## src/rtl/csa_resolve_178.sv

```systemverilog
// Chunked carry-propagate resolver for the carry-save output of the 89x178 CSA tree.
// Optional operand skid buffer enabled by defining CSA_RESOLVE_SKID_EN.
module csa_resolve_178 #(
   parameter int WIDTH = 178,
   parameter int CHUNK = 32
) (
   input  logic             clk,
   input  logic             rst_n,
   input  logic             in_valid,
   output logic             in_ready,
   input  logic [WIDTH-1:0] in_b0,
   input  logic [WIDTH-1:0] in_b1,
   output logic             out_valid,
   input  logic             out_ready,
   output logic [WIDTH-1:0] out_sum,
   output logic             out_carry
);

   localparam int NCHUNK = (WIDTH + CHUNK - 1) / CHUNK;
   localparam int CW     = (CHUNK < WIDTH) ? CHUNK : WIDTH;
   localparam int LAST_W = WIDTH - (NCHUNK - 1) * CHUNK;
   localparam int CNT_W  = (NCHUNK > 1) ? $clog2(NCHUNK) : 1;

   typedef enum logic [1:0] {IDLE, ADD, DONE} state_t;

   state_t           state_q, state_d;
   logic [WIDTH-1:0] a0_q, a1_q;
   logic [CNT_W-1:0] cnt_q;
   logic             carry_q;
   logic [WIDTH-1:0] sum_q;
   logic             cout_q;

   logic             load_in, load_skid, skid_wr, step;
   logic [31:0]      off;
   logic [CW:0]      csum;
   logic             is_last, cout;
   logic [WIDTH-1:0] sum_merge;

   // Shifted-out bits above WIDTH are zero, so a partial last chunk adds only its valid bits.
   function automatic logic [CW:0] chunk_add(input logic [WIDTH-1:0] a0,
                                             input logic [WIDTH-1:0] a1,
                                             input logic cin,
                                             input logic [31:0] sh);
      return {1'b0, CW'(a0 >> sh)} + {1'b0, CW'(a1 >> sh)} + (CW+1)'(cin);
   endfunction

   assign off       = 32'(cnt_q) * 32'(CHUNK);
   assign csum      = chunk_add(a0_q, a1_q, carry_q, off);
   assign is_last   = (cnt_q == CNT_W'(NCHUNK - 1));
   assign cout      = is_last ? csum[LAST_W] : csum[CW];
   assign sum_merge = (sum_q & ~(WIDTH'({CW{1'b1}}) << off)) | (WIDTH'(csum[CW-1:0]) << off);

   assign out_sum   = sum_q;
   assign out_carry = cout_q;

`ifdef CSA_RESOLVE_SKID_EN
   logic             skid_vld_q;
   logic [WIDTH-1:0] skid_b0_q, skid_b1_q;
`else
   logic             skid_vld_q;
   assign skid_vld_q = 1'b0;
`endif

   always_ff @(posedge clk or negedge rst_n) begin
      if (!rst_n) state_q <= IDLE;
      else        state_q <= state_d;
   end

   always_comb begin
      state_d   = state_q;
      in_ready  = 1'b0;
      out_valid = 1'b0;
      load_in   = 1'b0;
      load_skid = 1'b0;
      skid_wr   = 1'b0;
      step      = 1'b0;
      case (state_q)
         IDLE: begin
            in_ready = 1'b1;
            if (in_valid) begin
               load_in = 1'b1;
               state_d = ADD;
            end
         end
         ADD: begin
            step = 1'b1;
`ifdef CSA_RESOLVE_SKID_EN
            in_ready = !skid_vld_q;
            skid_wr  = in_valid && !skid_vld_q;
`endif
            if (is_last) state_d = DONE;
         end
         DONE: begin
            out_valid = 1'b1;
`ifdef CSA_RESOLVE_SKID_EN
            in_ready = !skid_vld_q;
            if (out_ready) begin
               if (skid_vld_q) begin
                  load_skid = 1'b1;
                  state_d   = ADD;
               end else if (in_valid) begin
                  // Skid is empty and the slot frees this cycle: start the new pair directly.
                  load_in = 1'b1;
                  state_d = ADD;
               end else begin
                  state_d = IDLE;
               end
            end else begin
               skid_wr = in_valid && !skid_vld_q;
            end
`else
            if (out_ready) state_d = IDLE;
`endif
         end
         default: state_d = IDLE;
      endcase
   end

   always_ff @(posedge clk or negedge rst_n) begin
      if (!rst_n) begin
         a0_q    <= '0;
         a1_q    <= '0;
         cnt_q   <= '0;
         carry_q <= 1'b0;
         sum_q   <= '0;
         cout_q  <= 1'b0;
      end else if (load_in) begin
         a0_q    <= in_b0;
         a1_q    <= in_b1;
         cnt_q   <= '0;
         carry_q <= 1'b0;
`ifdef CSA_RESOLVE_SKID_EN
      end else if (load_skid) begin
         a0_q    <= skid_b0_q;
         a1_q    <= skid_b1_q;
         cnt_q   <= '0;
         carry_q <= 1'b0;
`endif
      end else if (step) begin
         sum_q   <= sum_merge;
         carry_q <= cout;
         cnt_q   <= cnt_q + 1'b1;
         if (is_last) cout_q <= cout;
      end
   end

`ifdef CSA_RESOLVE_SKID_EN
   always_ff @(posedge clk or negedge rst_n) begin
      if (!rst_n) begin
         skid_vld_q <= 1'b0;
         skid_b0_q  <= '0;
         skid_b1_q  <= '0;
      end else if (skid_wr) begin
         skid_vld_q <= 1'b1;
         skid_b0_q  <= in_b0;
         skid_b1_q  <= in_b1;
      end else if (load_skid) begin
         skid_vld_q <= 1'b0;
      end
   end
`else
   logic unused_ctl;
   assign unused_ctl = load_skid ^ skid_wr ^ skid_vld_q;
`endif

endmodule

```

## config.mk

```make
export PLATFORM = sky130hd
export DESIGN_NAME = csa_resolve_178
export DESIGN_NICKNAME = d
export VERILOG_FILES = /design/src/rtl/csa_resolve_178.sv
export SDC_FILE = /design/constraint.sdc
export NUM_CORES = 1
export LEC_CHECK = 0
export CAP_MARGIN = 15
export CORE_ASPECT_RATIO = 0.75
export CORE_MARGIN = 2
export CORE_UTILIZATION = 55
export DETAILED_ROUTE_END_ITERATION = 8
export PLACE_DENSITY_LB_ADDON = 0.1
export SYNTH_ARGS = -nofsm -noshare
export SYNTH_HDL_FRONTEND = slang
export SYNTH_SLANG_ARGS = --single-unit
```

## constraint.sdc

```tcl
create_clock -name clk -period 6.2 [get_ports clk]
set_input_delay 1.55 -clock clk [delete_from_list [all_inputs] [get_ports clk]]
set_output_delay 1.55 -clock clk [all_outputs]
set_load 0.01 [all_outputs]
```

==> impl_metrics.toml <==
[run_status]
outcome = "completed"

[layout]
final_cell_mix = "nand2_1 (1,205), clkdlybuf4s50_1 (539), dfrtp_1 (538)"
flow.area_growth_from_synthesis_pct = 31.2
multiInputGateArea_um2 = 10700
most_common_cell_after_layout_fill_and_taps_aside = "nand2_1"
final_layout_size_suffix_gt1_share_pct = 6.00
layout.area.seq_um2 = 13500
design.final.nets = 3526
fin_area_um2 = 32600
fill_cell_total_of_the_finished_layout = 3243

[floorplanning]
die_outline_height_um = 188
ioPinCount = 541
die_boundary_width_um = 249
starting_utilization_of_the_core_area_pct = 55.7
rows = 67
die_area_um2 = 46900
placeable_core_region_um2 = 44600

[placed_design]
gp_congestion = 0.961
placement.io_buffers = 540
post_placement_worst_setup_slack_ns = 1.25
dp.final_hpwl_um = 59600
dpl-instance-area_um2 = 30700

[clock_network]
cts_sinks = 541
number_of_gates_resized_after_cts = 0
cts_buffers = 52
insertion_delay_ns = 0.58
post-cts-setup-buffers = 0
cts.reportedPaths.clkPinSlew_ns = 0.06
max-clock-path-buffers = 3
clock_tree.root_cell = "clkbuf_16"
cts_htree_levels = 2
cts_tree = "yes"
postCtsHoldBufs = 0

[setup_path]
worst_ep_required_time_ns = 6.71
critical_path.endpoint_type = "flop"
timing.critical_path.arrival_ns = 5.54
critPathKind = "flop to flop"
critPathLaunchType = "flop"
path_max_fanout = 36

[power]
post-layout-total-power_uw = 20800
power.ir.vdd_worst_mv = 0.441
cellLeakagePower_uw = 0.0157
switching_power_uw = 9320
power.density_cell_area_nw_per_um2 = 639
combPwrFrac_pct = 53.3
net_switching_fraction_of_the_power_pct = 44.7
internal-power_uw = 11500
clock_power_share_pct = 16.5
sequential_power_share_pct = 30.2

[logic_synthesis]
synth.net_count = 3066
ys_seq_elements = 541
synth.avg_cell_area_um2 = 9.31
synth-edff-count = 0
postSynth.topFlopCell = "dfrtp_1"
proportion_of_synthesized_chip_area_in_sequential_cells_pct = 54.5
post_synth_num_cell_types = 61
async_reset_ff_share_pct = 100
synthesis.instances = 2668
yosys_warnings = 0
syn_area_um2 = 24800

[sta]
slew_violations = 0
slew_headroom_pct = 24.6
grt_setup_unrepaired = "false"
skew_ns = 0.0170
final-setup-viol-count = 0
final-hold-violation-count = 0
worst-slew-pin-transition_ns = 1.13
period_minus_slack_ns = 5.03
fmax_ghz = 0.199
timing.final.ws_setup_ns = 1.17
totalNegativeSetupSlack_ns = 0
timing.final.crit_share_pct = 81.1

[routing]
drt.antenna.violating_nets = 0
detail_route.wirelength_um = 83700
first_iter_violations = 2240
detailroute.via_count = 22000
route.detailed.wl_per_inst_um = 22.2
drtPass1Iterations = 6
post-route-drc-count = 0
viasPerCell = 5.84

[min_path]
min_path_type = "flop to flop"

[global_route]
grt-ovfl-total = 0
grt_max_degree = 150
grt_pass1_vias = 22200
grt_usage_pct = 35.8
first_pass_grt_wire_length_um = 130000
grt_antenna_before_repair = 10

[flow_run]
max_cap_violations = 0
-- worst max-delay path, cell delays in order, from the launching register on --
cell,delay [ns]
dfrtp_4,0.77
buf_4,0.56
mux4_2,0.59
nand2_1,0.10
o21ai_0,0.10
ha_1,0.37
a41oi_1,0.23
o21ai_0,0.30
a31o_2,0.39
nor3b_1,0.64
o21ai_0,0.21
xor2_1,0.46
a22o_1,0.23
-- cell usage after synthesis (all sizes together), types with 11 or more instances --
cell | n | share of area [%]
a21o | 14 | 0.42
a21oi | 65 | 1.3
a22o | 108 | 3.8
a32o | 12 | 0.48
and2 | 13 | 0.33
buf | 38 | 0.65
clkbuf | 130 | 2.0
dfrtp | 541 | 54
ha | 36 | 1.8
mux2i | 95 | 3.8
mux4 | 36 | 3.3
nand2 | 1207 | 18
nand3 | 14 | 0.28
nand4 | 19 | 0.48
nor2 | 54 | 0.82
nor3 | 18 | 0.36
o21ai | 96 | 1.9
o22ai | 28 | 0.71
xnor2 | 13 | 0.46
xor2 | 11 | 0.39
-- layer usage --
layer,up-vias,global-route usage [%],routed length (µm)
met5,-,0,34
met1,10800,48.3,33400
met3,226,6.12,6590
li1,9856,-,-
met4,4,16.9,4070
met2,1070,57.3,39600
-- power groups by stage --
stage | clock, µW | sequential (µW) | combinational, µW
2_1_floorplan | 0 | 6130 | 6750
3_3_place_gp | 0 | 6250 | 10600
3_5_place_dp | 0 | 6280 | 10900
4_1_cts | 3460 | 6270 | 11000
5_1_grt | 3610 | 6470 | 12000
6_report | 3440 | 6290 | 11100
-- cell families after synthesis --
| kind of cell | Yosys count | share of synthesized area (%) |
|---|---|---|
| simple gates | 1358 | 21.5 |
| flops | 541 | 54.5 |
| compound gates | 398 | 11.4 |
| buf+inv | 178 | 2.77 |
| mux | 131 | 7.09 |
| fa+ha+maj | 38 | 1.97 |
| xor+xnor | 24 | 0.846 |
-- layout make-up --
type                    instances  share of cell area, %
flip-flops and latches        541                   41.6
well taps                     586                   2.25
clock inverters                23                   1.09
clock buffers                  71                   4.59
diodes                          8                 0.0614
inverters                      10                  0.115
multi-input cells            1949                   32.7
repair buffers                574                   17.7
-- final timing paths --
check                                       from                  endpoint  slack, ns  cells after the start
min                        a1_q[150]$_DFFE_PN0P_     a1_q[150]$_DFFE_PN0P_       0.47                      2
max                         cnt_q[0]$_DFFE_PN0P_  out_sum[112]$_DFFE_PN0P_       1.17                     12
max in group asynchronous                  rst_n       a1_q[7]$_DFFE_PN0P_       3.91                      2
max reg2reg                 cnt_q[0]$_DFFE_PN0P_  out_sum[112]$_DFFE_PN0P_       1.17                     12
min in group asynchronous                  rst_n      a1_q[25]$_DFFE_PN0P_       0.99                      1
min reg2reg                a1_q[150]$_DFFE_PN0P_     a1_q[150]$_DFFE_PN0P_       0.47                      2
-- state kept, by name, indices dropped and copies added, names as in the netlist --
register and cells:
a0_q 178, a1_q 178, carry_q 1, cnt_q 3, out_carry 1, out_sum 178
state_q 2
-- through the flow --
step           hold slack, ns  util (%)  cells
2_1_floorplan           0.440         -   2668
3_3_place_gp            0.454      68.9   3658
3_5_place_dp            0.461      68.9   3659
4_1_cts                 0.477      73.0   3753
5_1_grt                 0.491      73.1   3759
6_report                0.474      73.1   3762
Note: power is estimated with default switching activity, not from simulation.
